**src/rtl/sdram_port_scheduler.sv**
```systemverilog
// Arbitrates one real-time read port and NPORT bulk ports onto the single SDRAM request bus.
// Optional build macro SDRAM_SCHED_AGING_EN lets long-waiting bulk ports jump ahead of RT.
module sdram_port_scheduler #(
    parameter int unsigned NPORT     = 4,
    parameter int unsigned ADDR_W    = 22,
    parameter int unsigned DATA_W    = 128,
    parameter int unsigned BE_W      = 16,
    parameter int unsigned MAX_BURST = 8,
    parameter int unsigned AGE_LIMIT = 256
) (
    input  logic                      clk,
    input  logic                      reset,
    input  logic                      enable,
    input  logic                      rt_rd,
    input  logic [ADDR_W-1:0]         rt_addr,
    output logic [DATA_W-1:0]         rt_rddata,
    output logic                      rt_ac,
    output logic                      rt_wait,
    input  logic [NPORT-1:0]          bk_rd,
    input  logic [NPORT-1:0]          bk_wr,
    input  logic [NPORT*ADDR_W-1:0]   bk_addr,
    input  logic [NPORT*DATA_W-1:0]   bk_wrdata,
    input  logic [NPORT*BE_W-1:0]     bk_be,
    output logic [DATA_W-1:0]         bk_rddata,
    output logic [NPORT-1:0]          bk_ac,
    output logic [NPORT-1:0]          bk_wait,
    output logic [ADDR_W-1:0]         ar_addr,
    output logic [BE_W-1:0]           ar_be,
    output logic                      ar_read,
    output logic                      ar_write,
    output logic [DATA_W-1:0]         ar_wrdata,
    input  logic                      ar_ac,
    input  logic [DATA_W-1:0]         ar_rddata,
    output logic [3:0]                grant_id
);

    localparam int unsigned IDX_W = $clog2(NPORT);
    localparam logic [1:0] StIdle    = 2'd0;
    localparam logic [1:0] StGrantRt = 2'd1;
    localparam logic [1:0] StGrantBk = 2'd2;

    logic [1:0]       state_q, state_d;
    logic [IDX_W-1:0] owner_q, owner_d, rr_q, rr_d;
    logic [7:0]       burst_q, burst_d;
    logic             promo_q, promo_d;

    logic [NPORT-1:0] bk_req, owner_oh, arb_mask;
    logic [IDX_W-1:0] owner_inc, arb_start, arb_p, arb_idx, aged_idx, pick_owner;
    logic             arb_found, aged_found, own_req, pick_promo;
    logic [1:0]       pick_state;
    logic [7:0]       burst_inc;

    assign bk_req    = bk_rd | bk_wr;
    assign owner_oh  = {{(NPORT-1){1'b0}}, 1'b1} << owner_q;
    assign own_req   = bk_req[owner_q];
    assign owner_inc = (owner_q == IDX_W'(NPORT - 1)) ? '0 : owner_q + 1'b1;
    assign burst_inc = burst_q + 8'd1;

    // At a bulk boundary the owner's request counts as consumed and the search starts past it.
    always_comb begin
        arb_mask  = (state_q == StGrantBk) ? (bk_req & ~owner_oh) : bk_req;
        arb_start = (state_q == StGrantBk) ? owner_inc : rr_q;
        arb_found = 1'b0;
        arb_idx   = '0;
        arb_p     = '0;
        for (int k = 0; k < NPORT; k++) begin
            arb_p = IDX_W'((int'(arb_start) + k) % int'(NPORT));
            if (!arb_found && arb_mask[arb_p]) begin
                arb_found = 1'b1;
                arb_idx   = arb_p;
            end
        end
    end

`ifdef SDRAM_SCHED_AGING_EN
    localparam int unsigned AGE_W = $clog2(AGE_LIMIT + 1);
    logic [AGE_W-1:0] age_q [NPORT];
    logic [AGE_W-1:0] age_d [NPORT];

    // Saturated counters are all equal, so lowest index breaks the tie.
    always_comb begin
        aged_found = 1'b0;
        aged_idx   = '0;
        for (int i = 0; i < NPORT; i++) begin
            if (!aged_found && arb_mask[i] && age_q[i] == AGE_W'(AGE_LIMIT)) begin
                aged_found = 1'b1;
                aged_idx   = IDX_W'(i);
            end
        end
    end

    always_comb begin
        for (int i = 0; i < NPORT; i++) begin
            age_d[i] = age_q[i];
            if ((state_d == StGrantBk && owner_d == IDX_W'(i)) || !bk_req[i]) begin
                age_d[i] = '0;
            end else if (!(state_q == StGrantBk && owner_q == IDX_W'(i)) &&
                         age_q[i] != AGE_W'(AGE_LIMIT)) begin
                age_d[i] = age_q[i] + 1'b1;
            end
        end
    end

    always_ff @(posedge clk) begin
        for (int i = 0; i < NPORT; i++) begin
            age_q[i] <= reset ? '0 : age_d[i];
        end
    end
`else
    assign aged_found = 1'b0;
    assign aged_idx   = '0;
`endif

    always_comb begin
        pick_state = StIdle;
        pick_owner = owner_q;
        pick_promo = 1'b0;
        if (enable) begin
            if (aged_found) begin
                pick_state = StGrantBk;
                pick_owner = aged_idx;
                pick_promo = 1'b1;
            end else if (rt_rd) begin
                pick_state = StGrantRt;
            end else if (arb_found) begin
                pick_state = StGrantBk;
                pick_owner = arb_idx;
            end
        end
    end

    always_comb begin
        state_d = state_q;
        owner_d = owner_q;
        rr_d    = rr_q;
        burst_d = burst_q;
        promo_d = promo_q;
        case (state_q)
            StIdle: begin
                state_d = pick_state;
                owner_d = pick_owner;
                promo_d = pick_promo;
                burst_d = '0;
            end
            StGrantRt: begin
                if (ar_ac) begin
                    if (!enable) begin
                        state_d = StIdle;
                    end else if (aged_found) begin
                        state_d = StGrantBk;
                        owner_d = aged_idx;
                        promo_d = 1'b1;
                        burst_d = '0;
                    end
                end else if (!rt_rd) begin
                    state_d = StIdle;
                end
            end
            StGrantBk: begin
                if (ar_ac) begin
                    if (burst_inc >= 8'(MAX_BURST) || rt_rd || promo_q || !enable) begin
                        rr_d    = owner_inc;
                        burst_d = '0;
                        state_d = pick_state;
                        owner_d = pick_owner;
                        promo_d = pick_promo;
                    end else begin
                        burst_d = burst_inc;
                    end
                end else if (!own_req) begin
                    state_d = StIdle;
                    rr_d    = owner_inc;
                    burst_d = '0;
                    promo_d = 1'b0;
                end
            end
            default: state_d = StIdle;
        endcase
    end

    always_ff @(posedge clk) begin
        if (reset) begin
            state_q <= StIdle;
            owner_q <= '0;
            rr_q    <= '0;
            burst_q <= '0;
            promo_q <= 1'b0;
        end else begin
            state_q <= state_d;
            owner_q <= owner_d;
            rr_q    <= rr_d;
            burst_q <= burst_d;
            promo_q <= promo_d;
        end
    end

    always_comb begin
        grant_id  = 4'd0;
        ar_addr   = '0;
        ar_be     = '1;
        ar_read   = 1'b0;
        ar_write  = 1'b0;
        ar_wrdata = '0;
        rt_wait   = 1'b1;
        rt_ac     = 1'b0;
        bk_wait   = '1;
        bk_ac     = '0;
        if (state_q == StGrantRt) begin
            grant_id = 4'd1;
            ar_addr  = rt_addr;
            ar_read  = rt_rd;
            rt_wait  = 1'b0;
            rt_ac    = ar_ac;
        end else if (state_q == StGrantBk) begin
            grant_id  = 4'(owner_q) + 4'd2;
            ar_addr   = bk_addr[int'(owner_q)*ADDR_W +: ADDR_W];
            ar_wrdata = bk_wrdata[int'(owner_q)*DATA_W +: DATA_W];
            ar_be     = bk_be[int'(owner_q)*BE_W +: BE_W];
            ar_write  = bk_wr[owner_q];
            ar_read   = bk_rd[owner_q] & ~bk_wr[owner_q];
            bk_wait   = ~owner_oh;
            bk_ac     = ar_ac ? owner_oh : '0;
        end
        rt_rddata = rt_ac ? ar_rddata : '0;
        bk_rddata = (|bk_ac) ? ar_rddata : '0;
    end

endmodule

```
**config.mk**
```make
export PLATFORM = sky130hd
export DESIGN_NAME = sdram_port_scheduler
export DESIGN_NICKNAME = d
export VERILOG_FILES = /design/src/rtl/sdram_port_scheduler.sv
export SDC_FILE = /design/constraint.sdc
export NUM_CORES = 1
export LEC_CHECK = 0
export ABC_AREA = 1
export BUFFER_PORTS_ARGS = -buffer_cell sky130_fd_sc_hd__buf_2
export CORE_AREA = 2 2 489 491
export DETAILED_ROUTE_END_ITERATION = 6
export DIE_AREA = 0 0 491 493
export PLACE_DENSITY = 0.3
export RECOVER_POWER = 50
export SETUP_SLACK_MARGIN = 0.15
export SLEW_MARGIN = 25
export SYNTH_ARGS = -nofsm -noshare
export SYNTH_HDL_FRONTEND = slang
export SYNTH_SLANG_ARGS = --single-unit
export TNS_END_PERCENT = 100
```
**constraint.sdc**
```tcl
create_clock -name clk -period 3.2 [get_ports clk]
set_input_delay 0.64 -clock clk [delete_from_list [all_inputs] [get_ports clk]]
set_output_delay 0.64 -clock clk [all_outputs]
set_load 0.01 [all_outputs]
```
# == Yosys cells after proc, flatten, opt, wreduce, memory -nomap -nowiden ==
# Index checks and enable logic that the tools add are counted.
# classes
n_addsub,6
multipliers,1
magnitude_cmp,6
eq_ne,11
shifts,4
muxes,73
bitwise_logic,5
n_reduce_logical,18
# ops
cell,count
$mux W128,4
$shiftx A512 B10 Y128,1
$shiftx A88 B8 Y22,1
$shiftx A64 B7 Y16,1
$mux W2,23
$mux W22,2
$mux W16,2
$mux W4,6
$mux W8,3
$mux W1,20
$pmux W8 S2,1
$lt A2 B3 Y1 const B,5
$bmux W1 S2,7
$ne A3 B3 Y1 const B,3
$reduce_and A3 Y1,3
$add A8 B1 Y8 const B,1
$ge A8 B4 Y1 const B,1
$mul A2 B4 Y6 const B,1
$mux W3,2
$pmux W2 S3,1
$add A2 B1 Y2 const B,2
$add A2 B2 Y2 const B,2
$and A4 B4 Y4,1
$eq A2 B2 Y1 const B,2
other kinds (20),29
# word_totals
reg_bits,15
inputBits,827
out_inout_bits,438
wordCells,129

# == Depth between registers and ports, before layout ==
# logic_depth
depth_word,22
mapped_depth,19
ltp_nobuf,15

# == Worst setup path after synthesis ==
# Ideal clock, no wire load.
# synth_path
kind,register to output
start,register owner_q[0]
end,output port bk_rddata[100]
arrival_ps,2401
required_time_ps,2560
slack_ps,159
stages_incl_launch_ff,13
n_path_buf,6
cell_sequence,dfxtp_1 > buf_2 > inv_1 > buf_2 > buf_1 > buf_2 > ha_1 > nand3_1 > nor2_1 > nor4_2 > buf_2 > buf_4 > nor2_1
# synth_via
elab_chain_len,6
# synth_rtl
element,line,text
start: declaration,43,"logic [IDX_W-1:0] owner_q, owner_d, rr_q, rr_d;"
start signal: assignment,190,owner_q <= owner_d;
$shl A1 B2 Y4,54,"assign owner_oh = {{(NPORT-1){1'b0}}, 1'b1} << owner_q;"
$mux W4,222,bk_ac = ar_ac ? owner_oh : '0;
$mux W4,214,end else if (state_q == StGrantBk) begin
$mux W4,208,if (state_q == StGrantRt) begin
via bk_ac[2],25,"output logic [NPORT-1:0] bk_ac,"
$reduce_or A4 Y1,225,bk_rddata = (|bk_ac) ? ar_rddata : '0;
$mux W128,225,
end: declaration,24,"output logic [DATA_W-1:0] bk_rddata,"
# The timed path passes the listed nets, and every way through them passes these cells.

# == Worst setup path after layout ==
# layout_path
start,register owner_q[0]
end,output port ar_read
# layout_via
elab_chain_len,6
elab_cells_between_ends,8
classes_between,mux (6); bitwise (2)
# layout_rtl
element,line,text
$bmux W1 S2,220,ar_read = bk_rd[owner_q] & ~bk_wr[owner_q];
$mux W1 (implied by the code),220,
$not A1 Y1,220,
$and A1 B1 Y1 (*),220,
$mux W1 (*),214,
$mux W1 (*),208,
end: declaration,29,"output logic ar_read,"
# Every way passes the cells marked *; elsewhere a longest branch is shown, timed or not. The select of a mux whose other input is x is not followed.

==> impl_metrics.tcl <==
set metrics [dict create \
    outcome "finished with violations" \
    violations "design-rule violations" \
    grt_remaining_overflow 0 \
    synth_edf_count 0 \
    drtAntennaViolNets 0 \
    clock-skew-final_ps 1.116 \
    rsz0062_at_grt "true" \
    required_ps 2560 \
    synth-seq-area-share_pct 3.528 \
    synth_seq_cells 14 \
    numCtsBuffers 3 \
    grt_antenna_before_repair 184 \
    yosysMostFrequentCell "nor2_1" \
    power_frac_seq_pct 5.4 \
    grt_pass1_vias 15380 \
    vias 16400 \
    synth_cells 1336 \
    final.setup.tns_ps 0 \
    post-synth-top-area-fraction_pct 32.25 \
    intPower_w 0.001492 \
    startpoint_type "flip-flop" \
    synth_area_leaders "mux2i_1 32%, nor2_1 13%, o22ai_1 10%" \
    slew_viol_final 0 \
    fmax_mhz 322.6 \
    timing_worst_slew_pin_value_ps 901.7 \
    p_leak_nw 9.178 \
    first_pass_iters 7 \
    grt_pass1_wl_um 202600 \
    hold_class "flip-flop to flip-flop" \
    hold_buffers 0 \
    p_clk_share_pct 6.9 \
    postSynthAreaPerCell_um2 5.947 \
    place_congestion 0.9657 \
    synth_area_um2 7945 \
    p_per_area_nw_per_um2 177.4 \
    dp_hpwl_um 160300 \
    final_nets 3440 \
    synth_commonest_cells "281 x nor2_1, 256 x mux2i_1, 182 x nand2_1" \
    p_sw_share_pct 57.24 \
    synth_ff_type "dfxtp_1" \
    grt_max_degree 76 \
    cp.arrival_ps 2460 \
    comb_power_share_pct 87.6 \
    clk_latency_ps 240 \
    post-route-drc-count 5 \
    h-tree-depth 1 \
    ys_async_sr_fraction_pct 0 \
    clkTransAtPathRegs_ps 50 \
    ir_drop_v 0.0001581 \
    dieArea_um2 242100 \
    ys_types 37 \
    grt_util_met2_pct 22.95 \
    initial_core_util_pct 3.353 \
    grt_usage_pct 13.34 \
    die_y_um 493 \
    maxCapViolCount 0 \
    hold_violations 0 \
    cts_tree "done" \
    yosys.area.top_type "mux2i_1" \
    avgViaCountPerCell 2.810 \
    max-clock-path-buffers 2 \
    busiest_layer "met2" \
    num_rows 179 \
    die_x_um 491 \
    worstPathMaxFanout 30 \
    setup_viol 0 \
    cts-root-buf "clkbuf_16" \
    synthesis.nets 2169 \
    clock-sinks 14 \
    finalCritPeriodShare_pct 96.86 \
    pin_count 1265 \
    syn_to_final_growth_pct 147.5 \
    drt_iter0_drc 1430 \
    critical_path_class "flip-flop to primary output" \
    slew_headroom_pct 40.14 \
    core_um2 237000 \
    yosysWarnings 0 \
    fin_util_pct 8.300 \
    finalWirelength_um 172300 \
    grt_use_met3_pct 4.247 \
    wl_per_cell_um 29.52 \
    worstSetupEndpointType "primary output" \
    grt_util_met1_pct 16.09 \
    port_buffers 1263 \
    p_sw_w 0.001997 \
    drive_gt1_share_pct 49.54 \
    fin_crit_ps 3099 \
]
-- layout make-up --
| type | instances | area [um2] |
|---|---|---|
| Clock buffer | 4 | 78.83 |
| Inverter | 156 | 628.1 |
| Timing Repair inverter | 1 | 8.758 |
| Sequential cell | 14 | 286.5 |
| Antenna cell | 62 | 155.1 |
| Fill cell | 28380 | 217300 |
| Timing Repair Buffer | 1384 | 8011 |
| Tap cell | 3167 | 3963 |
| Multi-Input combinational cell | 1047 | 6535 |
-- worst max-delay path, cell delays in order, from the launching register on --
cell and delay, ps:
dfxtp_4 380, clkbuf_2 510, o21ai_0 190, o21ai_0 550, nand3_1 180, o21ai_0 200, buf_12 180
-- registers in the layout, summed over array words and instances (netlist names) --
signal   count
burst_q      8
owner_q      2
rr_q         2
state_q      2
-- layout by cell type (no fill, tap or decap), types with 4 or more instances in the layout --
cell type	Yosys	layout
a21oi_1	55	53
buf_12	0	60
buf_16	0	5
buf_2	77	1048
buf_4	18	92
buf_6	1	4
clkbuf_1	15	148
clkbuf_2	0	28
dfxtp_1	14	11
diode_2	0	62
ha_1	6	6
inv_1	153	149
mux2i_1	256	255
nand2_1	182	183
nand2_2	9	7
nand2_4	5	6
nand3_1	35	34
nand4_1	5	6
nor2_1	281	278
nor2_4	1	5
nor3_1	6	6
o21ai_0	4	4
o221ai_1	32	31
o22ai_1	130	127
or2_2	4	4
or3b_1	14	14
or3b_2	8	8
xor2_1	4	4
-- routing by layer --
layer | part of all wire [%] | routed length [um] | vias to the layer above
met5 | 0.42 | 728 | -
met3 | 9.1 | 15620 | 338
met1 | 40 | 69120 | 7603
met4 | 2.6 | 4513 | 104
met2 | 48 | 82290 | 1212
li1 | - | - | 7141
-- what timing repair did --
item,CTS,global route
gates cloned,2,2
pin swaps,0,1
setup endpoints to repair,332,148
gates resized for setup,25,12
endpoints found under the hold margin,0,0
buffers inserted,0,5
-- path summary, 6_finish.rpt --
check,startpoint,endpoint,slack (ps),cells past startpoint
setup reg to reg,owner_q[0]$_SDFFE_PP0P_,owner_q[0]$_SDFFE_PP0P_,420,14
hold reg to reg,burst_q[7]$_SDFFE_PP0P_,burst_q[7]$_SDFFE_PP0P_,470,2
setup / recovery,owner_q[0]$_SDFFE_PP0P_,ar_read,100,6
hold / removal,burst_q[7]$_SDFFE_PP0P_,burst_q[7]$_SDFFE_PP0P_,470,2
-- per-stage QoR --
stage	area, um2	hold slack (ps)	std cells	worst slack [ps]	power, W
after floorplan	7945	439.1	1336	159.4	0.001287
after global placement	19520	461.2	5760	-266.7	0.003367
after CTS	19790	475.3	5766	49.54	0.003643
final	19670	469.2	5835	100.6	0.003489
after global routing	19620	509.7	5816	39.18	0.003722
after detailed placement	19520	467.6	5760	-255.2	0.003348
-- power by group through the flow --
stage          clock, W  combinational (W)  sequential [W]
3_5_place_dp          0            0.00316        0.000191
3_3_place_gp          0            0.00318        0.000191
6_report       0.000242            0.00306        0.000189
5_1_grt        0.000258            0.00327        0.000190
2_1_floorplan         0            0.00110        0.000188
4_1_cts        0.000246            0.00321        0.000189
-- cells by family (layout without fill, tap and decap cells) --
kind of cell               Yosys count  in the layout  share of synthesized area (%)
AOI/OAI and AO/OA                  224            224                          17.80
adders and majority gates            6              6                         0.9449
muxes                              256            256                          32.25
and+or+nand+nor                    556            556                          29.84
DFF                                 14             14                          3.528
xor gates and xnor gates             4              4                         0.4409
other                                1             63                        0.04720
buffers and inverters              275           1545                          15.15
Power figures use the tool's default switching activity.
